==> config.mk <==
export PLATFORM = sky130hd
export DESIGN_NAME = reg_serializer
export DESIGN_NICKNAME = d
export VERILOG_FILES = /design/src/rtl/reg_serializer.sv
export SDC_FILE = /design/constraint.sdc
export NUM_CORES = 1
export LEC_CHECK = 0
export CAP_MARGIN = 20
export CORE_MARGIN = 10
export CORE_UTILIZATION = 25
export DETAILED_ROUTE_END_ITERATION = 12
export PLACE_DENSITY_LB_ADDON = 0.15
export SLEW_MARGIN = 15
export SYNTH_ARGS = -nofsm -noshare
export SYNTH_HDL_FRONTEND = slang
export SYNTH_SLANG_ARGS = --single-unit
==> constraint.sdc <==
create_clock -name clk_i -period 1.51 [get_ports clk_i]
set_clock_uncertainty 0.1 [all_clocks]
set_input_delay 0.2265 -clock clk_i [delete_from_list [all_inputs] [get_ports clk_i]]
set_output_delay 0.2265 -clock clk_i [all_outputs]
set_load 0.02 [all_outputs]
==> src/rtl/reg_serializer.sv <==
// reg_serializer: valid/ready-loaded parallel-to-serial shifter with sof/eof framing and word count
module reg_serializer #(
  parameter int lsize = 8,
  parameter bit MSB_FIRST = 1'b1,
  parameter int GAP = 0
) (
  input  logic clk_i,
  input  logic rst_i,
  input  logic [lsize-1:0] d_i,
  input  logic ld_i,
  output logic rdy_o,
  output logic sd_o,
  output logic sv_o,
  output logic sof_o,
  output logic eof_o,
  output logic busy_o,
  output logic [15:0] wcnt_o
);
  localparam int BW = $clog2(lsize) + 1;
  localparam logic [BW-1:0] LAST = BW'(lsize - 1);
  typedef enum logic [1:0] {S_IDLE, S_SHIFT, S_GAP} state_t;
  state_t state;
  logic [lsize-1:0] sreg;
  logic [BW-1:0] bitcnt, nb;
  logic [3:0] gcnt;
  logic rdy_q, acc;
  assign rdy_o = rdy_q & rst_i;
  assign acc = ld_i & rdy_o;
  assign nb = bitcnt + 1'b1;
  // sreg holds the bits not yet presented, next one always at the head
  always_ff @(posedge clk_i) begin
    if (!rst_i) begin
      state <= S_IDLE;
      sreg <= '0;
      bitcnt <= '0;
      gcnt <= '0;
      wcnt_o <= '0;
      rdy_q <= 1'b1;
      sd_o <= 1'b0;
      sv_o <= 1'b0;
      sof_o <= 1'b0;
      eof_o <= 1'b0;
      busy_o <= 1'b0;
    end else begin
      if (state == S_SHIFT && eof_o) wcnt_o <= wcnt_o + 1'b1;
      if (acc) begin
        state <= S_SHIFT;
        sreg <= MSB_FIRST ? d_i << 1 : d_i >> 1;
        sd_o <= MSB_FIRST ? d_i[lsize-1] : d_i[0];
        bitcnt <= '0;
        sv_o <= 1'b1;
        sof_o <= 1'b1;
        eof_o <= (lsize == 1);
        busy_o <= 1'b1;
        rdy_q <= lsize == 1 && GAP == 0;
      end else if (state == S_SHIFT && !eof_o) begin
        sreg <= MSB_FIRST ? sreg << 1 : sreg >> 1;
        sd_o <= MSB_FIRST ? sreg[lsize-1] : sreg[0];
        bitcnt <= nb;
        sof_o <= 1'b0;
        eof_o <= nb == LAST;
        rdy_q <= nb == LAST && GAP == 0;
      end else if (state == S_SHIFT) begin
        state <= GAP == 0 ? S_IDLE : S_GAP;
        gcnt <= 4'(GAP - 1);
        sd_o <= 1'b0;
        sv_o <= 1'b0;
        sof_o <= 1'b0;
        eof_o <= 1'b0;
        busy_o <= GAP != 0;
        rdy_q <= GAP == 0;
      end else if (state == S_GAP) begin
        gcnt <= gcnt - 1'b1;
        state <= gcnt == 4'd0 ? S_IDLE : S_GAP;
        busy_o <= gcnt != 4'd0;
        rdy_q <= gcnt == 4'd0;
      end
    end
  end
endmodule

== Word level (Yosys, flattened, before mapping) ==
Cells that the tools add are included.

* Add/subtract/negate cells: 3
* Eq/ne operators: 4
* Muxes and demuxes: 25
* Bitwise gates (word level): 5
* Reductions and logical operators: 17

{| class="wikitable"
|+ Operators with widths
! kind !! count
|-
| $mux W1 || 18
|-
| $add A16 B1 Y16 const B || 1
|-
| $mux W8 || 2
|-
| $mux W4 || 2
|-
| $reduce_bool A2 Y1 || 4
|-
| $reduce_bool A4 Y1 || 2
|-
| $mux W2 || 3
|-
| $reduce_and A2 Y1 || 3
|-
| $reduce_bool A3 Y1 || 2
|-
| $add A4 B1 Y4 const B || 1
|-
| $eq A4 B3 Y1 const B || 1
|-
| $logic_not A4 Y1 || 1
|-
| $sub A4 B1 Y4 const B || 1
|-
| $not A1 Y1 || 3
|-
| $reduce_and A3 Y1 || 1
|-
| $and A1 B1 Y1 || 2
|-
| $eq A2 B1 Y1 const B || 1
|-
| $eq A2 B2 Y1 const B || 1
|-
| $logic_and A1 B1 Y1 || 2
|-
| $ne A2 B2 Y1 const B || 1
|-
| $reduce_or A2 Y1 || 1
|-
| $logic_not A1 Y1 || 1
|}

* Register bits: 39
* Input port bits: 11
* Logic and storage cells: 66

== Logic depth before layout (Yosys ltp) ==
* Word-level depth: 6
* Mapped depth: 8

== Worst setup path after synthesis ==
Ideal clock, no wire load.

* Path type: register -> register
* Start point: register eof_o
* End point: register wcnt_o[15]
* Data arrival time: 1.514 ns
* Required time: 1.338 ns
* Slack: -0.176 ns
* Stages on the path, launching flop included: 6
* Path through: dfxtp_1 buf_2 nand3_2 nor4_4 nor3b_2 mux2i_1

* Cells in the longest elaborated chain, start to end: 1

{| class="wikitable"
|+ RTL lines
! item !! line !! text
|-
| start: declaration || 15 || <nowiki>output logic eof_o,</nowiki>
|-
| start signal: assignment || 53 || <nowiki>eof_o <= (lsize == 1);</nowiki>
|-
| $logic_and A1 B1 Y1 || 45 || <nowiki>if (state == S_SHIFT && eof_o) wcnt_o <= wcnt_o + 1'b1;</nowiki>
|-
| end signal: assignment || 45 ||
|-
| end: declaration || 17 || <nowiki>output logic [15:0] wcnt_o</nowiki>
|}

No other way between the ends.
A chain may end at the register's enable or synchronous reset.

== Worst setup path in the final report ==
* Start point: register state[1]
* End point: register wcnt_o[8]

* Cells in the longest elaborated chain, start to end: 2

{| class="wikitable"
|+ RTL lines
! item !! line !! text
|-
| start: declaration || 22 || <nowiki>state_t state;</nowiki>
|-
| start signal: assignment || 64 || <nowiki>state <= GAP == 0 ? S_IDLE : S_GAP;</nowiki>
|-
| start signal: assignment || 74 || <nowiki>state <= gcnt == 4'd0 ? S_IDLE : S_GAP;</nowiki>
|-
| $eq A2 B1 Y1 || 45 ||
|-
| $logic_and A1 B1 Y1 || 45 ||
|}

No other way between the ends.

==> metrics.txt <==
worst rel slew slack 0.805; largest fanout on the critical path 5; largest net degree at the start of global routing 23; Reg2Reg Launch Point state[1]$_SDFFE_PP0P_; CP bufs+invs 2; Placer Congestion 0.763; total number of vias 1667; Yosys Warn Count 0; FF+latch count, synth 39; syn_area_per_cell 8.83 sq um; first-pass GRT wire length 7.62 mm; power share of the clock group 0.295; Final Max Tran Viols 0; clk_lat worst skew 0.29 ns; initial core utilization 0.259; NetSw 610 uW; slowest stage cell on the critical path dfxtp_2; TritonRoute pass-1 iters 4; HPWL Detailed 3.37 mm; Die Ht 107 um; number of antenna violations at the first check in global routing 0; post-synthesis mux area share 0.0529; sequential share of power 0.500; most crowded layer after global routing met2; vias in the first global route 1655; critical-path cell list inv_2, ha_4, nand4_1, buf_4, nor3_2, xor2_1, and2_1; post-layout min period 1.54 ns; layout cell share with drive strength beyond 1 0.273; fin nets 293; Placeable Area 7290 sq um; hold-fix buffers at CTS 0; largest family of logic cells by synthesized area simple AND/OR/NAND/NOR gates; Post-Synth XOR/XNOR Area 0.0602; DP Cell Count 365; P&R area growth vs syn 45.6%; drt drc 0; synth top area cells dfxtp_1 41%, nand2_1 6.0%, mux2i_1 5.3%; Antenna diodes 0; post-route setup slack -0.0310 ns; post-place setup slack -0.359 ns; failing checks setup timing; met3 Use GR 0.0305; Worst Hold Path EP sv_o$_SDFFE_PN0P_; IO Pins 33; mapped cell area 1890 sq um; Syn Nets 231; Leak 1.27 nW; share of the synthesized area in the top cell type 0.413; reg2reg end wcnt_o[8]$_SDFFE_PN0P_; final WL 4.49 mm; count of unique library cells instantiated by Yosys 39; Final setup viols 7; clk root buf clkbuf_8; met1 usage in global routing 0.0954; EDFF count, synth 0; Async S/R FF share, synth 0; Hold Crit Depth 2; Max Cap Violations 0; Worst Hold Class flip-flop to flip-flop; Wirelength per Cell 12.0 um; unrepaired setup endpoints after global routing true; total CTS buffers 5; crit-path max cell delay 0.33 ns; post-synth top area cell dfxtp_1; complex-gate fraction of the synthesized area 0.130; CTS tree done; PortBufs 32; grt total ovfl 0; most common cell after layout, fill and taps aside nand2_1; Mapped Cells 214; final-layout fill cell count 805; Pwr Density 816 nW/um^2; Tightest Pin Transition 0.290 ns; register area 793 sq um; Cell Int Power 1.64 mW; Finished Layout Cells 374; crit path DAT 1.63 ns; GR Util All Layers 0.0807; Max IR drop VDD 0.000371 V; Post-DRT Antenna Nets 0; Final Hold Vio Count 0; post-DR vias/cell 4.46; fmax 0.649 GHz; sequential share of the synthesized area 0.413; Multi-input gate area 1150 sq um; crit path kind flip-flop to flip-flop; Worst R2R Path Depth 7; die area 11400 sq um; Comb power frac 0.205; met2 usage 0.129; worst reg-to-reg setup slack -0.03 ns; fin crit share 1.02; Net Sw Frac 0.272; worst path required time 1.59 ns; Clock Pin Slew Worst Setup and Hold Paths 0.07 ns; Rows 31; die width 107 um; H-tree levels 2; Synth Flop Type dfxtp_1; adder-cell share of the synthesized area 0.0397; status finished with violations; synthesized-area fraction occupied by and/or/nand/nor cells 0.257; clock sinks 39; CP startpoint kind flip-flop; kind of end point of the critical path flip-flop; highest-count cells in the layout ignoring fill and taps 30 x nand2_1, 29 x dfxtp_1, 28 x buf_4; Top delay family on crit path simple AND/OR/NAND/NOR gates; Hold Startpoint sv_o$_SDFFE_PN0P_; Initial DRC Count 26; clk buf depth 2
[power by group through the flow]
| stage | logic (mW) | clock network, mW | registers [mW] |
|---|---|---|---|
| after global placement | 0.421 | 0 | 1.15 |
| after floorplan | 0.227 | 0 | 1.16 |
| after CTS | 0.441 | 0.703 | 1.12 |
| after global routing | 0.510 | 0.733 | 1.13 |
| after detailed placement | 0.423 | 0 | 1.15 |
| final | 0.460 | 0.662 | 1.12 |
[sequential cells by signal (all words and copies together) (netlist names)]
register / flops
wcnt_o: 16
sv_o: 1
rdy_q: 1
sd_o: 1
sof_o: 1
sreg: 7
state: 2
gcnt: 4
bitcnt: 4
eof_o: 1
busy_o: 1
[metrics by stage]
| stage | cell area, sq um | utilization | setup TNS, ns | hold WS [ns] | power [mW] |
|---|---|---|---|---|---|
| 2_1_floorplan | 1930 | - | -0.0308 | 0.279 | 1.38 |
| 4_1_cts | 2690 | 0.369 | -0.314 | 0.359 | 2.27 |
| 3_3_place_gp | 2560 | 0.351 | -3.45 | 0.351 | 1.57 |
| 3_5_place_dp | 2560 | 0.351 | -3.69 | 0.349 | 1.57 |
| 6_report | 2750 | 0.377 | -0.0888 | 0.353 | 2.25 |
| 5_1_grt | 2750 | 0.377 | -1.92 | 0.386 | 2.37 |
[synth_stat cells (3+ instances only)]
master	instances
nand2_1	30
and2_1	12
ha_1	6
xor2_1	5
inv_1	12
a21oi_1	7
mux2i_1	10
xnor2_1	8
nor2b_1	3
nor3_1	6
nor4_1	3
o211a_1	9
nand4_1	3
nand3_1	12
nand2b_1	5
dfxtp_1	39
o21ai_0	7
clkbuf_1	7
nor2_1	6
[metal layers]
| layer | part of all wire | wire (um) |
|---|---|---|
| met4 | 0.010 | 46 |
| met2 | 0.44 | 1990 |
| met3 | 0.057 | 258 |
| met1 | 0.49 | 2190 |
| met5 | 0 | 0 |
[kinds of logic after synthesis]
family                   Yosys count
AND/OR/NAND/NOR                   90
flip-flops                        39
multiplexers                      10
buffers and inverters             22
adder cells (fa/ha/maj)            6
AO/OA/AOI/OAI                     34
XOR/XNOR                          13
[worst min-delay path, stage by stage, from the launching register on]
cell and delay, ns:
dfxtp_1 0.31, nand3_1 0.06, nand2_1 0.05
[how the worst max path moves through the flow]
stage / from / endpoint / slack, ns / cells past startpoint
after floorplan: wcnt_o[0]$_SDFFE_PN0P_ / wcnt_o[10]$_SDFFE_PN0P_ / -0.02 / 5
after global placement: rst_i / rdy_o / -0.37 / 3
after detailed placement: rst_i / rdy_o / -0.36 / 3
after CTS: state[1]$_SDFFE_PP0P_ / wcnt_o[12]$_SDFFE_PN0P_ / -0.06 / 6
after global routing: state[1]$_SDFFE_PP0P_ / wcnt_o[10]$_SDFFE_PN0P_ / -0.17 / 6
final: state[1]$_SDFFE_PP0P_ / wcnt_o[8]$_SDFFE_PN0P_ / -0.03 / 7
[area by class of cell]
| class | instances | share of cell area |
|---|---|---|
| multi-input cells | 153 | 0.419 |
| repair buffers | 65 | 0.205 |
| inverters | 12 | 0.0164 |
| well taps | 99 | 0.0450 |
| clock buffers | 6 | 0.0264 |
| flip-flops and latches | 39 | 0.288 |
[what timing repair did]
action | CTS | global route
endpoints found under the setup margin | 41 | 27
resized for setup | 38 | 15
pin swaps | 8 | 5
buffers inserted | 1 | 2
Note: power is estimated with default switching activity, not from simulation.
